### src/rtl/i2c_apb_arbiter_if.sv
// Bundles two requester ports, the shared response and the APB master pins
// of the I2C peripheral arbiter.
interface i2c_apb_arbiter_if #(
    parameter int ADDR_W = 8,
    parameter int DATA_W = 8
);
    logic              req0_valid;
    logic              req0_write;
    logic [ADDR_W-1:0] req0_addr;
    logic [DATA_W-1:0] req0_wdata;
    logic              req0_ack;

    logic              req1_valid;
    logic              req1_write;
    logic [ADDR_W-1:0] req1_addr;
    logic [DATA_W-1:0] req1_wdata;
    logic              req1_ack;

    logic              rsp_valid0;
    logic              rsp_valid1;
    logic [DATA_W-1:0] rsp_rdata;
    logic              rsp_err;

    logic              PSELx;
    logic              PENABLE;
    logic              PWRITE;
    logic [ADDR_W-1:0] PADDR;
    logic [DATA_W-1:0] PWDATA;
    logic              PREADY;
    logic [DATA_W-1:0] PRDATA;

    // Arbiter side: drives acks, responses and the APB request pins.
    modport master (
        input  req0_valid, req0_write, req0_addr, req0_wdata,
        input  req1_valid, req1_write, req1_addr, req1_wdata,
        input  PREADY, PRDATA,
        output req0_ack, req1_ack, rsp_valid0, rsp_valid1, rsp_rdata, rsp_err,
        output PSELx, PENABLE, PWRITE, PADDR, PWDATA
    );

    // Environment side: requesters plus the APB slave.
    modport slave (
        output req0_valid, req0_write, req0_addr, req0_wdata,
        output req1_valid, req1_write, req1_addr, req1_wdata,
        output PREADY, PRDATA,
        input  req0_ack, req1_ack, rsp_valid0, rsp_valid1, rsp_rdata, rsp_err,
        input  PSELx, PENABLE, PWRITE, PADDR, PWDATA
    );
endinterface

### src/rtl/i2c_apb_arbiter.sv
// Two-port round-robin APB master front end for the I2C peripheral.
// Sequences IDLE -> SETUP -> ACCESS, aborts stalled accesses after TIMEOUT
// wait cycles and returns data/status to the granted requester.
module i2c_apb_arbiter #(
    parameter int ADDR_W  = 8,
    parameter int DATA_W  = 8,
    parameter int TIMEOUT = 255
) (
    input logic               PCLK,
    input logic               PRESET,
    i2c_apb_arbiter_if.master bus
);
    localparam int CNT_W = (TIMEOUT < 1) ? 1 : $clog2(TIMEOUT + 1);
    localparam logic [CNT_W-1:0] CNT_ONE   = CNT_W'(1);
    localparam logic [CNT_W-1:0] CNT_MAX   = {CNT_W{1'b1}};
    localparam logic [CNT_W-1:0] CNT_LIMIT = CNT_W'(TIMEOUT);

    typedef enum logic [1:0] {IDLE, SETUP, ACCESS} state_t;

    state_t            state, state_next;
    logic              last_grant, last_grant_next;
    logic              grant_port, grant_port_next;
    logic [CNT_W-1:0]  wait_cnt, wait_cnt_next;
    logic              pick1;
    logic              timeout_hit;

    logic              psel_next, penable_next, pwrite_next;
    logic [ADDR_W-1:0] paddr_next;
    logic [DATA_W-1:0] pwdata_next;
    logic              ack0_next, ack1_next;
    logic              rsp_valid0_next, rsp_valid1_next;
    logic [DATA_W-1:0] rsp_rdata_next;
    logic              rsp_err_next;

    // last_grant = 1 means port 1 was served last, so port 0 wins a tie.
    assign pick1       = bus.req1_valid && (!bus.req0_valid || !last_grant);
    assign timeout_hit = (TIMEOUT != 0) && (wait_cnt == CNT_LIMIT);

    // Next-state and next-output decode; every output is registered below.
    always_comb begin
        state_next      = state;
        last_grant_next = last_grant;
        grant_port_next = grant_port;
        wait_cnt_next   = wait_cnt;
        psel_next       = bus.PSELx;
        penable_next    = bus.PENABLE;
        pwrite_next     = bus.PWRITE;
        paddr_next      = bus.PADDR;
        pwdata_next     = bus.PWDATA;
        ack0_next       = 1'b0;
        ack1_next       = 1'b0;
        rsp_valid0_next = 1'b0;
        rsp_valid1_next = 1'b0;
        rsp_rdata_next  = bus.rsp_rdata;
        rsp_err_next    = bus.rsp_err;
        case (state)
            IDLE: begin
                psel_next    = 1'b0;
                penable_next = 1'b0;
                if (bus.req0_valid || bus.req1_valid) begin
                    grant_port_next = pick1;
                    last_grant_next = pick1;
                    pwrite_next     = pick1 ? bus.req1_write : bus.req0_write;
                    paddr_next      = pick1 ? bus.req1_addr  : bus.req0_addr;
                    pwdata_next     = pick1 ? bus.req1_wdata : bus.req0_wdata;
                    ack0_next       = !pick1;
                    ack1_next       = pick1;
                    psel_next       = 1'b1;
                    state_next      = SETUP;
                end
            end
            SETUP: begin
                penable_next  = 1'b1;
                wait_cnt_next = CNT_ONE;
                state_next    = ACCESS;
            end
            ACCESS: begin
                if (bus.PREADY || timeout_hit) begin
                    rsp_rdata_next  = (bus.PREADY && !bus.PWRITE) ? bus.PRDATA : '0;
                    rsp_err_next    = !bus.PREADY;
                    rsp_valid0_next = !grant_port;
                    rsp_valid1_next = grant_port;
                    psel_next       = 1'b0;
                    penable_next    = 1'b0;
                    state_next      = IDLE;
                end else if (wait_cnt != CNT_MAX) begin
                    wait_cnt_next = wait_cnt + CNT_ONE;
                end
            end
            default: state_next = IDLE;
        endcase
    end

    // State, arbitration pointer, wait counter and all outputs.
    always_ff @(posedge PCLK) begin
        if (PRESET) begin
            state          <= IDLE;
            last_grant     <= 1'b1;
            grant_port     <= 1'b0;
            wait_cnt       <= '0;
            bus.PSELx      <= 1'b0;
            bus.PENABLE    <= 1'b0;
            bus.PWRITE     <= 1'b0;
            bus.PADDR      <= '0;
            bus.PWDATA     <= '0;
            bus.req0_ack   <= 1'b0;
            bus.req1_ack   <= 1'b0;
            bus.rsp_valid0 <= 1'b0;
            bus.rsp_valid1 <= 1'b0;
            bus.rsp_rdata  <= '0;
            bus.rsp_err    <= 1'b0;
        end else begin
            state          <= state_next;
            last_grant     <= last_grant_next;
            grant_port     <= grant_port_next;
            wait_cnt       <= wait_cnt_next;
            bus.PSELx      <= psel_next;
            bus.PENABLE    <= penable_next;
            bus.PWRITE     <= pwrite_next;
            bus.PADDR      <= paddr_next;
            bus.PWDATA     <= pwdata_next;
            bus.req0_ack   <= ack0_next;
            bus.req1_ack   <= ack1_next;
            bus.rsp_valid0 <= rsp_valid0_next;
            bus.rsp_valid1 <= rsp_valid1_next;
            bus.rsp_rdata  <= rsp_rdata_next;
            bus.rsp_err    <= rsp_err_next;
        end
    end
endmodule

### src/flat_wrapper.sv
// flat-port wrapper written by rule: the top's interface ports become plain ports
module i2c_apb_arbiter_flat 
#(
    parameter int ADDR_W  = 8,
    parameter int DATA_W  = 8,
    parameter int TIMEOUT = 255
)
  (PCLK, PRESET, bus_req0_valid, bus_req0_write, bus_req0_addr, bus_req0_wdata, bus_req1_valid, bus_req1_write, bus_req1_addr, bus_req1_wdata, bus_PREADY, bus_PRDATA, bus_req0_ack, bus_req1_ack, bus_rsp_valid0, bus_rsp_valid1, bus_rsp_rdata, bus_rsp_err, bus_PSELx, bus_PENABLE, bus_PWRITE, bus_PADDR, bus_PWDATA);
  i2c_apb_arbiter_if #(.ADDR_W(ADDR_W), .DATA_W(DATA_W)) bus_i ();
  input logic PCLK;
  input logic PRESET;
  input wire logic [$bits(bus_i.req0_valid)-1:0] bus_req0_valid;
  input wire logic [$bits(bus_i.req0_write)-1:0] bus_req0_write;
  input wire logic [$bits(bus_i.req0_addr)-1:0] bus_req0_addr;
  input wire logic [$bits(bus_i.req0_wdata)-1:0] bus_req0_wdata;
  input wire logic [$bits(bus_i.req1_valid)-1:0] bus_req1_valid;
  input wire logic [$bits(bus_i.req1_write)-1:0] bus_req1_write;
  input wire logic [$bits(bus_i.req1_addr)-1:0] bus_req1_addr;
  input wire logic [$bits(bus_i.req1_wdata)-1:0] bus_req1_wdata;
  input wire logic [$bits(bus_i.PREADY)-1:0] bus_PREADY;
  input wire logic [$bits(bus_i.PRDATA)-1:0] bus_PRDATA;
  output wire logic [$bits(bus_i.req0_ack)-1:0] bus_req0_ack;
  output wire logic [$bits(bus_i.req1_ack)-1:0] bus_req1_ack;
  output wire logic [$bits(bus_i.rsp_valid0)-1:0] bus_rsp_valid0;
  output wire logic [$bits(bus_i.rsp_valid1)-1:0] bus_rsp_valid1;
  output wire logic [$bits(bus_i.rsp_rdata)-1:0] bus_rsp_rdata;
  output wire logic [$bits(bus_i.rsp_err)-1:0] bus_rsp_err;
  output wire logic [$bits(bus_i.PSELx)-1:0] bus_PSELx;
  output wire logic [$bits(bus_i.PENABLE)-1:0] bus_PENABLE;
  output wire logic [$bits(bus_i.PWRITE)-1:0] bus_PWRITE;
  output wire logic [$bits(bus_i.PADDR)-1:0] bus_PADDR;
  output wire logic [$bits(bus_i.PWDATA)-1:0] bus_PWDATA;
  assign bus_i.req0_valid = bus_req0_valid;
  assign bus_i.req0_write = bus_req0_write;
  assign bus_i.req0_addr = bus_req0_addr;
  assign bus_i.req0_wdata = bus_req0_wdata;
  assign bus_i.req1_valid = bus_req1_valid;
  assign bus_i.req1_write = bus_req1_write;
  assign bus_i.req1_addr = bus_req1_addr;
  assign bus_i.req1_wdata = bus_req1_wdata;
  assign bus_i.PREADY = bus_PREADY;
  assign bus_i.PRDATA = bus_PRDATA;
  assign bus_req0_ack = bus_i.req0_ack;
  assign bus_req1_ack = bus_i.req1_ack;
  assign bus_rsp_valid0 = bus_i.rsp_valid0;
  assign bus_rsp_valid1 = bus_i.rsp_valid1;
  assign bus_rsp_rdata = bus_i.rsp_rdata;
  assign bus_rsp_err = bus_i.rsp_err;
  assign bus_PSELx = bus_i.PSELx;
  assign bus_PENABLE = bus_i.PENABLE;
  assign bus_PWRITE = bus_i.PWRITE;
  assign bus_PADDR = bus_i.PADDR;
  assign bus_PWDATA = bus_i.PWDATA;
  i2c_apb_arbiter #(.ADDR_W(ADDR_W), .DATA_W(DATA_W), .TIMEOUT(TIMEOUT)) u_core (.PCLK(PCLK), .PRESET(PRESET), .bus(bus_i));
endmodule
### config.mk
export PLATFORM = sky130hd
export DESIGN_NAME = i2c_apb_arbiter_flat
export DESIGN_NICKNAME = d
export VERILOG_FILES = /design/src/rtl/i2c_apb_arbiter_if.sv /design/src/rtl/i2c_apb_arbiter.sv /design/src/flat_wrapper.sv
export SDC_FILE = /design/constraint.sdc
export NUM_CORES = 1
export LEC_CHECK = 0
export BUFFER_PORTS_ARGS = -buffer_cell sky130_fd_sc_hd__buf_4
export CORE_UTILIZATION = 30
export CTS_CLUSTER_SIZE = 30
export DETAILED_ROUTE_END_ITERATION = 10
export SETUP_SLACK_MARGIN = 0.1
export SKIP_CTS_REPAIR_TIMING = 1
export SYNTH_ARGS = -nofsm -noshare
export SYNTH_HDL_FRONTEND = slang
export SYNTH_SLANG_ARGS = --single-unit
### constraint.sdc
create_clock -name PCLK -period 4.3 [get_ports PCLK]
set_input_delay 0 -clock PCLK [delete_from_list [all_inputs] [get_ports PCLK]]
set_output_delay 0 -clock PCLK [all_outputs]
set_load 0.03 [all_outputs]
==> results of run 1 <==
[placed cells by master (no fill, tap or decap), types with 2 or more instances in the layout]
master	n
nor2_1	24
buf_4	79
a31oi_1	2
mux2i_1	20
clkbuf_8	6
a211oi_1	18
a21oi_1	11
inv_1	5
a311oi_1	2
nand3b_1	2
o31ai_1	3
dlygate4sd3_1	9
nand4_1	3
nand3_1	2
dfxtp_1	44
nor4_1	2
nand2b_1	6
nand2_1	7
ha_1	6
o21ai_0	4
a22o_1	9
and3_1	2
[worst max-delay path by stage]
stage                               start                   to  slack [ps]
after floorplan           u_core.state[0]   u_core.wait_cnt[5]        2510
after global placement    u_core.state[0]  u_core.bus.PADDR[0]        2230
after detailed placement  u_core.state[0]  u_core.bus.PADDR[0]        2110
after CTS                 u_core.state[0]  u_core.bus.PADDR[0]        2090
after global routing      u_core.state[0]  u_core.bus.PADDR[0]        1790
final                     u_core.state[0]  u_core.bus.PADDR[0]        2090
[cells in the mapped netlist (4+ instances only)]
cell type	n
dfxtp_1	44
nor2_1	24
mux2i_1	20
a211oi_1	18
a21oi_1	11
a22o_1	9
nand2_1	7
clkbuf_1	6
ha_1	6
nand2b_1	6
inv_1	5
o21ai_0	4
[per-layer routing]
metal / part of all wire (%) / up-vias
li1: - / 912
met1: 45 / 795
met2: 46 / 60
met3: 7.5 / 2
met4: 0.81 / 0
met5: 0 / -
[worst reg2reg max path, stage by stage (launching register included)]
cell and delay (ps):
dfxtp_1 350, inv_1 120, ha_1 300, nor2b_2 1000, nor2_1 80, a211oi_1 270
[cell families (layout without fill, tap and decap cells)]
| family | after synthesis | after routing | share of synthesized area, % |
|---|---|---|---|
| fa+ha+maj | 6 | 6 | 3.88 |
| buf+inv | 16 | 102 | 3.62 |
| simple gates | 60 | 60 | 16.3 |
| flops | 44 | 44 | 45.5 |
| mux | 20 | 20 | 10.3 |
| compound gates | 55 | 55 | 20.3 |
[flip-flops by register name (all words and copies together), names as in the netlist]
register               cells
u_core.bus.PADDR           8
u_core.bus.PWDATA          8
u_core.bus.rsp_rdata       8
u_core.wait_cnt            8
u_core.state               2
u_core.bus.PENABLE         1
u_core.bus.PSELx           1
u_core.bus.PWRITE          1
u_core.bus.req0_ack        1
u_core.bus.req1_ack        1
u_core.bus.rsp_err         1
u_core.bus.rsp_valid0      1
u_core.bus.rsp_valid1      1
u_core.grant_port          1
u_core.last_grant          1
[area by class of cell]
class	count	area (µm²)
sequential	44	881
timing repair buffer	88	683
clock inverter	2	38.8
fill	574	3270
inverter	6	22.5
tap	75	93.8
clock buffer	6	82.6
multi-input combinational	141	992
[per-stage QoR]
step / worst slack (ps) / std cells / utilization [%] / hold WS, ps / total power [µW]
2_1_floorplan: 2510 / 201 / - / 95.7 / 766
3_3_place_gp: 2230 / 345 / 42.6 / 216 / 906
3_5_place_dp: 2110 / 345 / 42.6 / 224 / 914
4_1_cts: 2090 / 353 / 44.6 / -97.7 / 1260
5_1_grt: 1790 / 362 / 46.1 / 48.6 / 1320
6_report: 2090 / 362 / 46.1 / 47.1 / 1240
[power breakdown]
| part | switching (µW) | total [µW] | leakage, µW | internal (µW) |
|---|---|---|---|---|
| clock network | 146 | 336 | 0.0000614 | 190 |
| registers | 37.6 | 502 | 0.000361 | 464 |
| logic | 241 | 406 | 0.000765 | 165 |
| total | 425 | 1240 | 0.00119 | 819 |
==> metrics.cfg, run 1 <==
[grt]
grt_pass1_wl_um=7620
use_met3_pct=6.04
antenna_found_initial=0
grt_max_degree=41
use_met1_pct=19.3
top_usage_layer=met2
grt_pass1_vias=1639
grt_use_total_pct=15.2
grt_overflow=0
grt_use_met2_pct=22.8

[yosys]
synth_top_cell_area_share_pct=45.5
yosysWarnings=0
synth_area_leaders=dfxtp_1, mux2i_1, a211oi_1
syn_nets=254
async_reset_ff_share_pct=0
synth_cell_type_count=40
seq_area_frac_synth_pct=45.5
ys_ff_latch=44
synthCells=201
synth-edff-count=0
syn_area_um2=1940
synth_area_per_cell_um2=9.64
synth_area_leader_cell=dfxtp_1
ys.flop_type=dfxtp_1

[critical_path]
slowest_delay_ps=1000
cp_slowest_cell=nor2b_2
reg2reg_to=u_core.bus.PADDR[0]
crit_family=simple AND/OR/NAND/NOR gates
required_ps=4510
critical_path_class=reg -> reg
r2r_slack_ps=2090
cp-end-kind=register
reg2regPathDepth=5
worst-path-stages=5
cp-start-kind=register
cp_cell_sequence=inv_1, ha_1, nor2b_2, nor2_1, a211oi_1
rr_startpoint=u_core.state[0]
cp_max_fo=34
cp.arrival_ps=2420
worst-path-buf-inv=1

[die]
die_width_um=82.4
core_um2=6060
die_y_um=82.4
die_area_um2=6780
io_pins=79
core.rowCount=28
initial_core_util_pct=32.0

[clock_network]
cts-root-buf=clkbuf_8
clock_sinks=44
cts_made_buffers=5
clk_path_buf_depth=2
clkLatencyLatePin_ps=300
cts_tree=yes
clk_pin_slew_ps=80
htreeDepth=2

[power_and_ir_drop]
power.density_nw_per_um2=445
peakVddDrop_mv=0.193
p_leak_uw=0.00119

[timing]
rsz0062_at_grt=false
post-route-period-util_pct=51.5
fmax_mhz=452
fin_setup_tns_ps=0
timing.max_slew.rel_slack_pct=19.8
worst_pin_slew_ps=1200
hold_viol_final=0
setup_viol=0
finalCriticalPeriod_ps=2210
slew_viol_final=0
finClkSkew_ps=6.07

[placed_design]
numPortBuffers=78
hpwl_um=3490
placed_area_um2=2580
place.gp.congestion=0.724

[drt]
routed_wl_um=4840
vias=1769
drc=0
viasPerCell=4.89
first_pass_iters=4
first_iter_violations=124
postRouteAntennaNets=0
wl_per_cell_um=13.4

[status]
status=completed

[final_layout]
n_antenna_cell=0
nets=339
drive_above_1_share_pct=33.1
final_area_um2=2790
area_growth_syn_to_layout_pct=44.3

[worst_hold_path]
hp-class=in -> reg
hold_depth=3
hold_end=u_core.bus.PADDR[4]
holdCritStartpoint=bus_req0_addr[4]

[run]
drv_cap=0

(Power assumes the default switching activity.)
==> inputs of run 2 (changes only) <==
- clock period: 4.3 -> 2.04 ns (I/O delays scaled with it)
==> metrics.cfg, run 2 (synthesis gave the netlist of run 1 again) <==
[final_layout]
finalNonFillerCells=365  ; was 362
nets=344  ; was 339
multiInputGateArea_um2=1020  ; was 992 µm²
final_cell_mix=buf_4, dfxtp_1, nor2_1  ; unchanged
regArea_um2=883  ; was 881 µm²
area_growth_syn_to_layout_pct=46.4  ; was 44.3%
mostFrequentLayoutCell=buf_4  ; unchanged
n_antenna_cell=0  ; unchanged
drive_above_1_share_pct=35.5  ; was 33.1%
fillCellCount=600  ; was 574

[timing]
hold_viol_final=0  ; unchanged
whs_ps=27.3  ; was 47.1 ps
rsz0062_at_grt=false  ; unchanged
fmax_mhz=547  ; was 452 MHz
fin_setup_tns_ps=0  ; unchanged
post-route-period-util_pct=89.6  ; was 51.5%
slew_viol_final=0  ; unchanged
worst_pin_slew_ps=651  ; was 1200 ps
timing.max_slew.rel_slack_pct=56.4  ; was 19.8%
setup_viol=0  ; unchanged
finalCriticalPeriod_ps=1830  ; was 2210 ps
finClkSkew_ps=6.31  ; was 6.07 ps

[clock_network]
cts_made_buffers=5  ; unchanged
cts-root-buf=clkbuf_8  ; unchanged
clk_pin_slew_ps=80  ; about the same
clkLatencyLatePin_ps=300  ; about the same
htreeDepth=2  ; unchanged
cts_tree=yes  ; unchanged
clk_path_buf_depth=2  ; unchanged
clock_sinks=44  ; unchanged

[die]
die_width_um=82.4  ; unchanged
core.rowCount=28  ; unchanged
die_area_um2=6780  ; unchanged
initial_core_util_pct=32.0  ; unchanged
io_pins=79  ; unchanged
die_y_um=82.4  ; unchanged
core_um2=6060  ; unchanged

[placed_design]
hpwl_um=3370  ; was 3490 µm
dp.cells=350  ; was 345
place.gp.congestion=0.769  ; was 0.724
numPortBuffers=78  ; unchanged

[power_and_ir_drop]
power.density_nw_per_um2=922  ; was 445 nW/µm²
peakVddDrop_mv=0.409  ; was 0.193 mV
p_leak_uw=0.00120  ; was 0.00119 µW

[grt]
grt_pass1_wl_um=7130  ; was 7620 µm
grt_overflow=0  ; unchanged
grt_use_total_pct=14.0  ; was 15.2%
grt_pass1_vias=1602  ; was 1639
grt_max_degree=41  ; unchanged
antenna_found_initial=0  ; unchanged

[drt]
first_pass_iters=4  ; unchanged
postRouteAntennaNets=0  ; unchanged
first_iter_violations=70  ; was 124
viasPerCell=4.93  ; was 4.89
drc=0  ; unchanged
routed_wl_um=4770  ; was 4840 µm
vias=1800  ; was 1769
wl_per_cell_um=13.1  ; was 13.4 µm

[critical_path]
cp-start-kind=register  ; unchanged
r2r_slack_ps=210  ; was 2090 ps
cp_cell_sequence=inv_1, ha_1, inv_2, o31ai_2, nor2_1, a22o_1  ; was inv_1, ha_1, nor2b_2, nor2_1, a211oi_1
cp-end-kind=register  ; unchanged
cp_slowest_cell=o31ai_2  ; was nor2b_2
critical_path_class=reg -> reg  ; unchanged
cp.arrival_ps=2020  ; was 2420 ps
slowest_delay_ps=350  ; was 1000 ps
cp_max_fo=10  ; was 34
required_ps=2240  ; was 4510 ps

[status]
status=completed  ; unchanged

[run]
drv_cap=0  ; unchanged

[worst_hold_path]
hp-class=in -> reg  ; unchanged

[run 2: changes by cell type in the layout (fill, tap and decap cells not counted), sizes merged]
cell    change
clkinv      -1
buf         +5
clkbuf      -1
[run 2: worst max-delay path, delay by kind of cell (launching register included)]
family                   cells  cell delay (ps)
buffers and inverters        2              210
AND/OR/NAND/NOR              1              240
adder cells (fa/ha/maj)      1              320
flip-flops                   1              340
AO/OA/AOI/OAI                2              600
[run 2: final timing paths]
path / start / endpoint / cells past startpoint
worst max-delay path: u_core.state[0] / u_core.wait_cnt[0] / 6
worst max register to register: u_core.state[0] / u_core.wait_cnt[0] / 6
worst min-delay path: bus_req0_valid / u_core.bus.req1_ack / 4
worst min register to register: u_core.grant_port / u_core.bus.rsp_valid0 / 1
[run 2: area by class of cell]
cell class	count	share of cell area (%)
well taps	75	3.31
clock buffers	5	2.43
flip-flops and latches	44	31.2
clock inverters	1	1.06
repair buffers	93	25.4
multi-input cells	141	35.8
inverters	6	0.794
[run 2: through the flow]
step                instance area, µm²  util (%)  setup WS (ps)  power (µW)
finish                            2840      46.8            212        2620
global route                      2840      46.8            119        2760
CTS                               2720      44.9            101        2590
detailed placement                2620      43.2            137        1950
global placement                  2620      43.2            176        1950
floorplan                         1940         -            250        1610
[run 2: report_power, final]
part / switching, µW / internal, µW / total (µW)
sequential: 79.0 / 981 / 1060
clock: 296 / 352 / 648
combinational: 516 / 391 / 908
total: 892 / 1720 / 2620
[run 2: metal layers]
metal  up-vias  wire length [µm]  global-route usage [%]  share of wire [%]
met5         -                 0                       0                  0
met2        58              2140                    21.1                 45
li1        918                 -                       -                  -
met1       817              2180                    17.4                 46
met3         7               364                    4.84                7.6
met4         0                80                    7.54                1.7
==> inputs of run 3 (changes only) <==
- CORE_UTILIZATION: 30 -> 47
- PLACE_DENSITY: not set -> 0.78
==> metrics.cfg, run 3 (synthesis gave the netlist of run 1 again) <==
[power_and_ir_drop]
p_sw_uw=887  ; was 892 µW
peakVddDrop_mv=0.687  ; was 0.409 mV
clkPwrFrac_pct=24.8  ; about the same
seqPwrFrac_pct=40.4  ; was 40.5%
intPower_uw=1730  ; was 1720 µW
power.density_nw_per_um2=928  ; was 922 nW/µm²
pwr-share-comb_pct=34.8  ; was 34.7%
p_leak_uw=0.00121  ; was 0.00120 µW
switching_share_pct=33.9  ; was 34.1%

[grt]
grt_max_degree=41  ; unchanged
grt_pass1_wl_um=6890  ; was 7130 µm
grt_pass1_vias=1554  ; was 1602
antenna_found_initial=0  ; unchanged
grt_overflow=0  ; unchanged
grt_use_total_pct=20.8  ; was 14.0%

[worst_hold_path]
hold_depth=3  ; was 4
hp-class=in -> reg  ; unchanged

[critical_path]
required_ps=2250  ; was 2240 ps
cp.arrival_ps=2060  ; was 2020 ps
cp-start-kind=register  ; unchanged
cp-end-kind=register  ; unchanged
cp_max_fo=4  ; was 10
cp_cell_sequence=inv_1, ha_4, and3_1, nand4_1, or3_1, a221oi_1  ; was inv_1, ha_1, inv_2, o31ai_2, nor2_1, a22o_1
cp_slowest_cell=dfxtp_1  ; was o31ai_2
reg2regPathDepth=6  ; unchanged
slowest_delay_ps=390  ; was 350 ps
critical_path_class=reg -> reg  ; unchanged

[drt]
vias=1830  ; was 1800
detail_route.wirelength.met1_um=2070  ; was 2180 µm
drc=0  ; unchanged
viasPerCell=5.41  ; was 4.93
dr_wl_met2_um=2030  ; was 2140 µm
top_layer=met4  ; unchanged
first_pass_iters=4  ; unchanged
wl_per_cell_um=13.3  ; was 13.1 µm
postRouteAntennaNets=0  ; unchanged
first_iter_violations=161  ; was 70
routed_wl_um=4510  ; was 4770 µm
met3_length_um=357  ; was 364 µm

[timing]
setup_viol=0  ; unchanged
worst_pin_slew_ps=475  ; was 651 ps
fin_setup_tns_ps=0  ; unchanged
rsz0062_at_grt=true  ; was false
slew_viol_final=0  ; unchanged
fmax_mhz=540  ; was 547 MHz
finClkSkew_ps=4.72  ; was 6.31 ps
hold_viol_final=0  ; unchanged
finalCriticalPeriod_ps=1850  ; was 1830 ps
timing.max_slew.rel_slack_pct=68.2  ; was 56.4%
post-route-period-util_pct=90.9  ; was 89.6%

[clock_network]
cts-root-buf=clkbuf_8  ; unchanged
clkLatencyLatePin_ps=290  ; was 300 ps
htreeDepth=2  ; unchanged
cts_made_buffers=5  ; unchanged
cts_tree=yes  ; unchanged
clk_pin_slew_ps=80  ; about the same
clock_sinks=44  ; unchanged
clk_path_buf_depth=2  ; unchanged

[final_layout]
n_antenna_cell=0  ; unchanged
mostFrequentLayoutCell=buf_4  ; unchanged
final_area_um2=2820  ; was 2840 µm²
final_cell_mix=buf_4, dfxtp_1, nor2_1  ; unchanged
drive_above_1_share_pct=34.8  ; was 35.5%
area_growth_syn_to_layout_pct=45.4  ; was 46.4%
nets=342  ; was 344

[placed_design]
numPortBuffers=78  ; unchanged
placed_area_um2=2580  ; was 2620 µm²
hpwl_um=3260  ; was 3370 µm
place.gp.congestion=0.852  ; was 0.769

[run]
drv_cap=0  ; unchanged

[die]
core.rowCount=22  ; was 28
core_um2=3800  ; was 6060 µm²
die_y_um=66.2  ; was 82.4 µm
die_width_um=66.2  ; was 82.4 µm
io_pins=79  ; unchanged
initial_core_util_pct=51.0  ; was 32.0%
die_area_um2=4380  ; was 6780 µm²

[status]
status=completed  ; unchanged

## run 3: cell count changes in the layout (fill, tap and decap cells not counted), sizes merged
| cell | before | now |
|---|---|---|
| clkinv | 0 | 1 |
| buf | 84 | 82 |
| clkbuf | 5 | 6 |
## run 3: power by group through the flow
stage          clock (µW)  sequential (µW)  combinational, µW
2_1_floorplan           0             1250                365
3_3_place_gp            0             1070                859
3_5_place_dp            0             1070                875
4_1_cts               665             1050                876
5_1_grt               701             1070                987
6_report              650             1060                910
## run 3: path summary, 6_finish.rpt
kind	startpoint	to	slack, ps
min reg2reg	u_core.grant_port	u_core.bus.rsp_valid0	480
min	bus_req0_addr[6]	u_core.bus.PADDR[6]	40
max reg2reg	u_core.state[1]	u_core.wait_cnt[5]	190
max	u_core.state[1]	u_core.wait_cnt[5]	190
## run 3: layout make-up
type	count	area [µm²]
multi-input cells	141	1030
fillers	289	982
flip-flops and latches	44	881
repair buffers	91	718
clock buffers	6	72.6
well taps	48	60.1
clock inverters	2	35.0
inverters	6	22.5
## run 3: critical path: cells and delay by family, from the launching register on
family / cells / cell delay, ps
and+or+nand+nor: 3 / 700
buffers and inverters: 1 / 120
DFF: 1 / 390
adders and majority gates: 1 / 300
AOI/OAI and AO/OA: 1 / 250
## run 3: per-stage QoR
stage | hold slack (ps) | total power [µW] | utilization, % | setup slack [ps] | instances
detailed placement | 223 | 1950 | 68.0 | 159 | 321
floorplan | 95.7 | 1610 | - | 250 | 201
global route | 53.3 | 2760 | 74.1 | 8.10 | 338
finish | 40.8 | 2610 | 74.1 | 186 | 338
global placement | 217 | 1930 | 68.0 | 242 | 321
CTS | -91.4 | 2600 | 70.8 | 138 | 329
## run 3: layer usage
metal	vias up	GRT usage (%)
met1	840	26.2
met5	-	0
met2	66	31.3
met4	0	6.91
li1	919	-
met3	5	9.31
